===== config.mk =====
export PLATFORM = sky130hd
export DESIGN_NAME = uart_tx_arbiter_flat
export DESIGN_NICKNAME = d
export VERILOG_FILES = /design/src/rtl/uart_tx_arbiter_if.sv /design/src/rtl/uart_tx_arbiter.sv /design/src/flat_wrapper.sv
export SDC_FILE = /design/constraint.sdc
export NUM_CORES = 1
export LEC_CHECK = 0
export ABC_AREA = 1
export CELL_PAD_IN_SITES_DETAIL_PLACEMENT = 0
export CELL_PAD_IN_SITES_GLOBAL_PLACEMENT = 1
export CORE_UTILIZATION = 35
export CTS_BUF_LIST = sky130_fd_sc_hd__clkbuf_8
export DETAILED_ROUTE_END_ITERATION = 8
export GPL_TIMING_DRIVEN = 0
export PLACE_DENSITY = 0.83
export SLEW_MARGIN = 5
export SYNTH_ARGS = -nofsm -noshare
export SYNTH_HDL_FRONTEND = slang
export SYNTH_SLANG_ARGS = --single-unit

===== constraint.sdc =====
create_clock -name clk -period 4.6 [get_ports clk]
set_input_delay 0.46 -clock clk [delete_from_list [all_inputs] [get_ports clk]]
set_output_delay 0.46 -clock clk [all_outputs]
set_load 0.02 [all_outputs]

===== src/rtl/uart_tx_arbiter_if.sv =====
// Requester-side and uart_top-side signals of the shared UART TX arbiter.
// master = producers plus uart_top model, slave = the arbiter itself.
interface uart_tx_arbiter_if #(
    parameter int N_REQ = 4
);
    logic [N_REQ-1:0]   req;
    logic [8*N_REQ-1:0] req_data;
    logic [2:0]         cfg_baud;
    logic [N_REQ-1:0]   ack;
    logic [N_REQ-1:0]   done;
    logic [N_REQ-1:0]   err;
    logic               busy;
    logic               send_go;
    logic [7:0]         data;
    logic [2:0]         Baudrate_Set;
    logic               Tx_Done;

    modport master (
        output req, req_data, cfg_baud, Tx_Done,
        input  ack, done, err, busy, send_go, data, Baudrate_Set
    );

    modport slave (
        input  req, req_data, cfg_baud, Tx_Done,
        output ack, done, err, busy, send_go, data, Baudrate_Set
    );
endinterface


===== src/rtl/uart_tx_arbiter.sv =====
// Round-robin arbiter sharing one uart_top transmitter among N_REQ
// byte producers, with inter-frame guard gap and Tx_Done watchdog.
module uart_tx_arbiter #(
    parameter int         N_REQ      = 4,
    parameter int         GAP_CYCLES = 16,
    parameter int         TIMEOUT    = 1_000_000,
    parameter logic [2:0] BAUD_RST   = 3'd4
) (
    input logic             clk,
    input logic             rstn,
    uart_tx_arbiter_if.slave bus
);
    localparam int PW = (N_REQ > 1) ? $clog2(N_REQ) : 1;
    localparam int TW = $clog2(TIMEOUT + 1);
    localparam int GW = (GAP_CYCLES > 0) ? $clog2(GAP_CYCLES + 1) : 1;
    localparam logic [TW-1:0] T_LAST = TW'(TIMEOUT - 1);
    localparam logic [GW-1:0] G_LAST = GW'((GAP_CYCLES > 0) ? GAP_CYCLES - 1 : 0);
    localparam logic [PW-1:0] P_LAST = PW'(N_REQ - 1);
    localparam logic [PW:0]   P_N    = (PW+1)'(N_REQ);

    typedef enum logic [1:0] {IDLE, BUSY, GAP} state_t;

    state_t         state;
    logic [PW-1:0]  ptr;
    logic [PW-1:0]  cur;
    logic [TW-1:0]  tcnt;
    logic [GW-1:0]  gcnt;
    logic [PW-1:0]  grant;
    logic [PW-1:0]  idx;
    logic [PW:0]    sum;
    logic           hit;

    function automatic logic [N_REQ-1:0] onehot(input logic [PW-1:0] i);
        onehot = '0;
        onehot[i] = 1'b1;
    endfunction

    // First set request at or above ptr, wrapping modulo N_REQ.
    always_comb begin
        grant = '0;
        hit   = 1'b0;
        sum   = '0;
        idx   = '0;
        for (int k = 0; k < N_REQ; k++) begin
            sum = {1'b0, ptr} + (PW+1)'(k);
            if (sum >= P_N) sum = sum - P_N;
            idx = sum[PW-1:0];
            if (!hit && bus.req[idx]) begin
                hit   = 1'b1;
                grant = idx;
            end
        end
    end

    always_ff @(posedge clk or negedge rstn) begin
        if (!rstn) begin
            state            <= IDLE;
            ptr              <= '0;
            cur              <= '0;
            tcnt             <= '0;
            gcnt             <= '0;
            bus.ack          <= '0;
            bus.done         <= '0;
            bus.err          <= '0;
            bus.busy         <= 1'b0;
            bus.send_go      <= 1'b0;
            bus.data         <= '0;
            bus.Baudrate_Set <= BAUD_RST;
        end else begin
            bus.ack     <= '0;
            bus.done    <= '0;
            bus.err     <= '0;
            bus.send_go <= 1'b0;
            unique case (state)
                IDLE: begin
                    bus.Baudrate_Set <= bus.cfg_baud;
                    if (hit) begin
                        bus.data    <= bus.req_data[{grant, 3'b000} +: 8];
                        bus.ack     <= onehot(grant);
                        bus.send_go <= 1'b1;
                        bus.busy    <= 1'b1;
                        cur         <= grant;
                        ptr         <= (grant == P_LAST) ? '0 : grant + 1'b1;
                        tcnt        <= '0;
                        state       <= BUSY;
                    end
                end
                BUSY: begin
                    tcnt <= tcnt + 1'b1;
                    // Tx_Done wins over a coincident timeout.
                    if (bus.Tx_Done || tcnt == T_LAST) begin
                        if (bus.Tx_Done) bus.done <= onehot(cur);
                        else             bus.err  <= onehot(cur);
                        gcnt <= '0;
                        if (GAP_CYCLES == 0) begin
                            state            <= IDLE;
                            bus.busy         <= 1'b0;
                            bus.Baudrate_Set <= bus.cfg_baud;
                        end else begin
                            state <= GAP;
                        end
                    end
                end
                GAP: begin
                    if (gcnt == G_LAST) begin
                        state            <= IDLE;
                        bus.busy         <= 1'b0;
                        bus.Baudrate_Set <= bus.cfg_baud;
                    end else begin
                        gcnt <= gcnt + 1'b1;
                    end
                end
                default: state <= IDLE;
            endcase
        end
    end
endmodule


===== src/flat_wrapper.sv =====
// flat-port wrapper written by rule: the top's interface ports become plain ports
module uart_tx_arbiter_flat 
#(
    parameter int         N_REQ      = 4,
    parameter int         GAP_CYCLES = 16,
    parameter int         TIMEOUT    = 1_000_000,
    parameter logic [2:0] BAUD_RST   = 3'd4
)
  (clk, rstn, bus_req, bus_req_data, bus_cfg_baud, bus_Tx_Done, bus_ack, bus_done, bus_err, bus_busy, bus_send_go, bus_data, bus_Baudrate_Set);
  uart_tx_arbiter_if #(.N_REQ(N_REQ)) bus_i ();
  input logic clk;
  input logic rstn;
  input wire logic [$bits(bus_i.req)-1:0] bus_req;
  input wire logic [$bits(bus_i.req_data)-1:0] bus_req_data;
  input wire logic [$bits(bus_i.cfg_baud)-1:0] bus_cfg_baud;
  input wire logic [$bits(bus_i.Tx_Done)-1:0] bus_Tx_Done;
  output wire logic [$bits(bus_i.ack)-1:0] bus_ack;
  output wire logic [$bits(bus_i.done)-1:0] bus_done;
  output wire logic [$bits(bus_i.err)-1:0] bus_err;
  output wire logic [$bits(bus_i.busy)-1:0] bus_busy;
  output wire logic [$bits(bus_i.send_go)-1:0] bus_send_go;
  output wire logic [$bits(bus_i.data)-1:0] bus_data;
  output wire logic [$bits(bus_i.Baudrate_Set)-1:0] bus_Baudrate_Set;
  assign bus_i.req = bus_req;
  assign bus_i.req_data = bus_req_data;
  assign bus_i.cfg_baud = bus_cfg_baud;
  assign bus_i.Tx_Done = bus_Tx_Done;
  assign bus_ack = bus_i.ack;
  assign bus_done = bus_i.done;
  assign bus_err = bus_i.err;
  assign bus_busy = bus_i.busy;
  assign bus_send_go = bus_i.send_go;
  assign bus_data = bus_i.data;
  assign bus_Baudrate_Set = bus_i.Baudrate_Set;
  uart_tx_arbiter #(.N_REQ(N_REQ), .GAP_CYCLES(GAP_CYCLES), .TIMEOUT(TIMEOUT), .BAUD_RST(BAUD_RST)) u_core (.clk(clk), .rstn(rstn), .bus(bus_i));
endmodule

==> flow_summary.ini <==
[run_status]
status = finished clean

[route]
drtAntennaViolNets = 0
via_count = 3176
drt-pass1-iter-count = 4
avgRoutedWirePerCell_um = 13.8
routed_via_density = 5.15
drt_wl_total_um = 8520
drt_iter0_markers = 217
drc = 0

[sta]
setup_viol_count_final = 0
final_max_slew_viol_count = 0
grt_setup_unrepaired = false
fin_skew_ps = 23.5
whs_ps = 126
worstMarginPinSlew_ps = 606
setup_tns_ps = 0
final_hold_viol_count = 0
fin_crit_sh_pct = 47.0
slew-limit-headroom_pct = 59.6
max_freq_ghz = 0.462
fin_crit_ps = 2160

[logic_synthesis]
synth-seq-cells = 56
yosysTopAreaCellShare_pct = 41.9
ys_warn_count = 0
async_reset_ff_share_pct = 100
synth_area_leaders = dfrtp_1 42%, nand2_1 13%, nand3_1 7.8%
syn_inst = 434
yosysTopAreaCell = dfrtp_1
yosysSeqAreaShare_pct = 42.7
syn_nets = 483
postSynthAreaPerCell_um2 = 7.56
synth_cell_types = 29
ys.flop_type = dfrtp_1
synth_edf_count = 0
synth_area_mm2 = 0.00328

[clock_network]
htreeDepth = 2
cts_resized = 0
cts_tree = yes
clock_path_buffers = 2
root_buffer = clkbuf_8
postCtsSetupRepairBufs = 0
clkTransAtPathRegs_ps = 130
holdBufCountCts = 0
clock_latency_ps = 330
cts_sinks = 56
cts_buffers = 5

[global_routing]
track_usage_pct = 18.6
grt_pass1_wl_um = 14600
grt_pass1_vias = 2999
antenna_found_initial = 0
grt_max_degree = 33
overflow = 0

[final_layout]
layout_common_cells = 113 x nand2_1, 65 x clkdlybuf4s50_1, 55 x dfrtp_1
n_fill_cell = 899
num-nets-final = 557
antenna_cells = 0
fin_cells = 617
multiInputGateArea_mm2 = 0.00162
layout_commonest_cell = nand2_1
regArea_mm2 = 0.00140
layout-drive-gt1-share_pct = 9.23
area_delta_synth_final_pct = 27.6

[floorplanning]
num_io_pins = 67
die_h_um = 98.8
core_area_mm2 = 0.00889
start_util_pct = 36.9
rows = 34
die_area_mm2 = 0.00977
die-width_um = 98.8

[placement]
port_buffers = 66
dp.cells = 609
gp_congestion = 0.874
hpwl_um = 6390

[flow_run]
cap_violations = 0

[worst_setup_path]
worstSetupPathType = reg2reg
cp_max_fo = 8
reg2reg_depth = 8
worst-endpoint-required_ps = 4790
max_stage_delay_ps = 440
cp_slowest_cell = dfrtp_1
crit_buf_inv = 1
path_cells = ha_1 > inv_1 > nor3_1 > nand4_1 > nand3_1 > nand3_1 > nand2_1 > o21ai_0
worstSetupEndpointType = flip-flop
cpMostUsedCell = nand3_1
worst-path-stages = 8
arrival_ps = 2350
cp-start-kind = flip-flop
reg2reg_to = u_core.gcnt[3]
crit_family = simple AND/OR/NAND/NOR gates
r2r_slack_ps = 2440
regToRegStartpoint = u_core.tcnt[0]

[power_and_ir_drop]
power.static_leakage_nw = 1.87
pwr_density_cell_mw_per_mm2 = 628
irDropWorstVdd_mv = 0.230

[worst_hold_path]
hold_path.class = in2async
-- cells by family after synthesis --
logic type / Yosys count / synth area share [%]
adder cells (fa/ha/maj): 7 / 2.67
AO/OA/AOI/OAI: 40 / 6.25
multiplexers: 3 / 1.03
XOR/XNOR: 5 / 1.33
buffers and inverters: 60 / 8.01
flip-flops: 56 / 42.7
AND/OR/NAND/NOR: 263 / 38.0
-- per-layer routing --
metal | share of wire (%) | GRT usage, %
met1 | 48 | 26.6
met2 | 45 | 29.5
met3 | 6.0 | 2.91
met4 | 1.0 | 4.36
met5 | 0 | 0
-- flip-flops by register name (all words and copies together) (netlist names) --
signal,flops
u_core.tcnt,20
u_core.bus.data,8
u_core.gcnt,5
u_core.bus.ack,4
u_core.bus.done,4
u_core.bus.err,4
u_core.bus.Baudrate_Set,3
u_core.cur,2
u_core.ptr,2
u_core.state,2
u_core.bus.busy,1
u_core.bus.send_go,1
-- synthesized netlist by cell type, types with 2 or more instances --
master,n
o21ai_1,12
buf_6,3
a21oi_1,6
nand3_1,51
buf_2,8
nand4_1,32
nand2_1,113
ha_1,7
inv_2,3
inv_1,44
nand2_2,10
mux2_2,3
dfrtp_1,55
xor2_1,5
nand3b_1,4
nor2_1,36
nand2_4,2
nor3_1,7
nand3_4,2
o21ai_0,20
nor4_1,3
-- final cells by class --
class	count	area share [%]
clock buffers	5	1.64
well taps	108	3.23
repair buffers	67	16.1
flip-flops and latches	56	33.5
clock inverters	3	0.657
inverters	48	4.42
multi-input cells	318	38.6
plain buffers	12	1.85
-- worst register-to-register path: stages (launching register included) --
cell,delay (ps)
dfrtp_1,440
ha_1,310
inv_1,120
nor3_1,390
nand4_1,190
nand3_1,150
nand3_1,230
nand2_1,130
o21ai_0,90
-- through the flow --
step	cell area (um2)	power (mW)	worst slack, ps	utilization [%]
finish	4190	2.63	2440	47.1
global route	4190	2.88	2230	47.1
CTS	4190	2.66	2450	47.1
detailed placement	4090	2.35	2120	46.0
global placement	4080	2.33	1220	45.9
floorplan	3280	1.86	2720	-
-- report_power, final --
group | internal, mW | total [mW] | leakage (nW) | switching, mW
Clock | 0.113 | 0.299 | 0.0463 | 0.186
Combinational | 0.590 | 1.64 | 1.08 | 1.05
Sequential | 0.619 | 0.693 | 0.740 | 0.0733
Total | 1.32 | 2.63 | 1.87 | 1.31
-- worst max-delay path by stage --
stage / to / start / slack, ps
floorplan: u_core.ptr[1] / u_core.ptr[0] / 2720
global placement: u_core.bus.Baudrate_Set[1] / rstn / 1220
detailed placement: u_core.ptr[1] / bus_req[1] / 2120
CTS: u_core.ptr[1] / bus_req[1] / 2450
global route: u_core.gcnt[1] / u_core.tcnt[0] / 2230
finish: u_core.gcnt[3] / u_core.tcnt[0] / 2440
No activity file was read; power rests on OpenSTA's default activity.
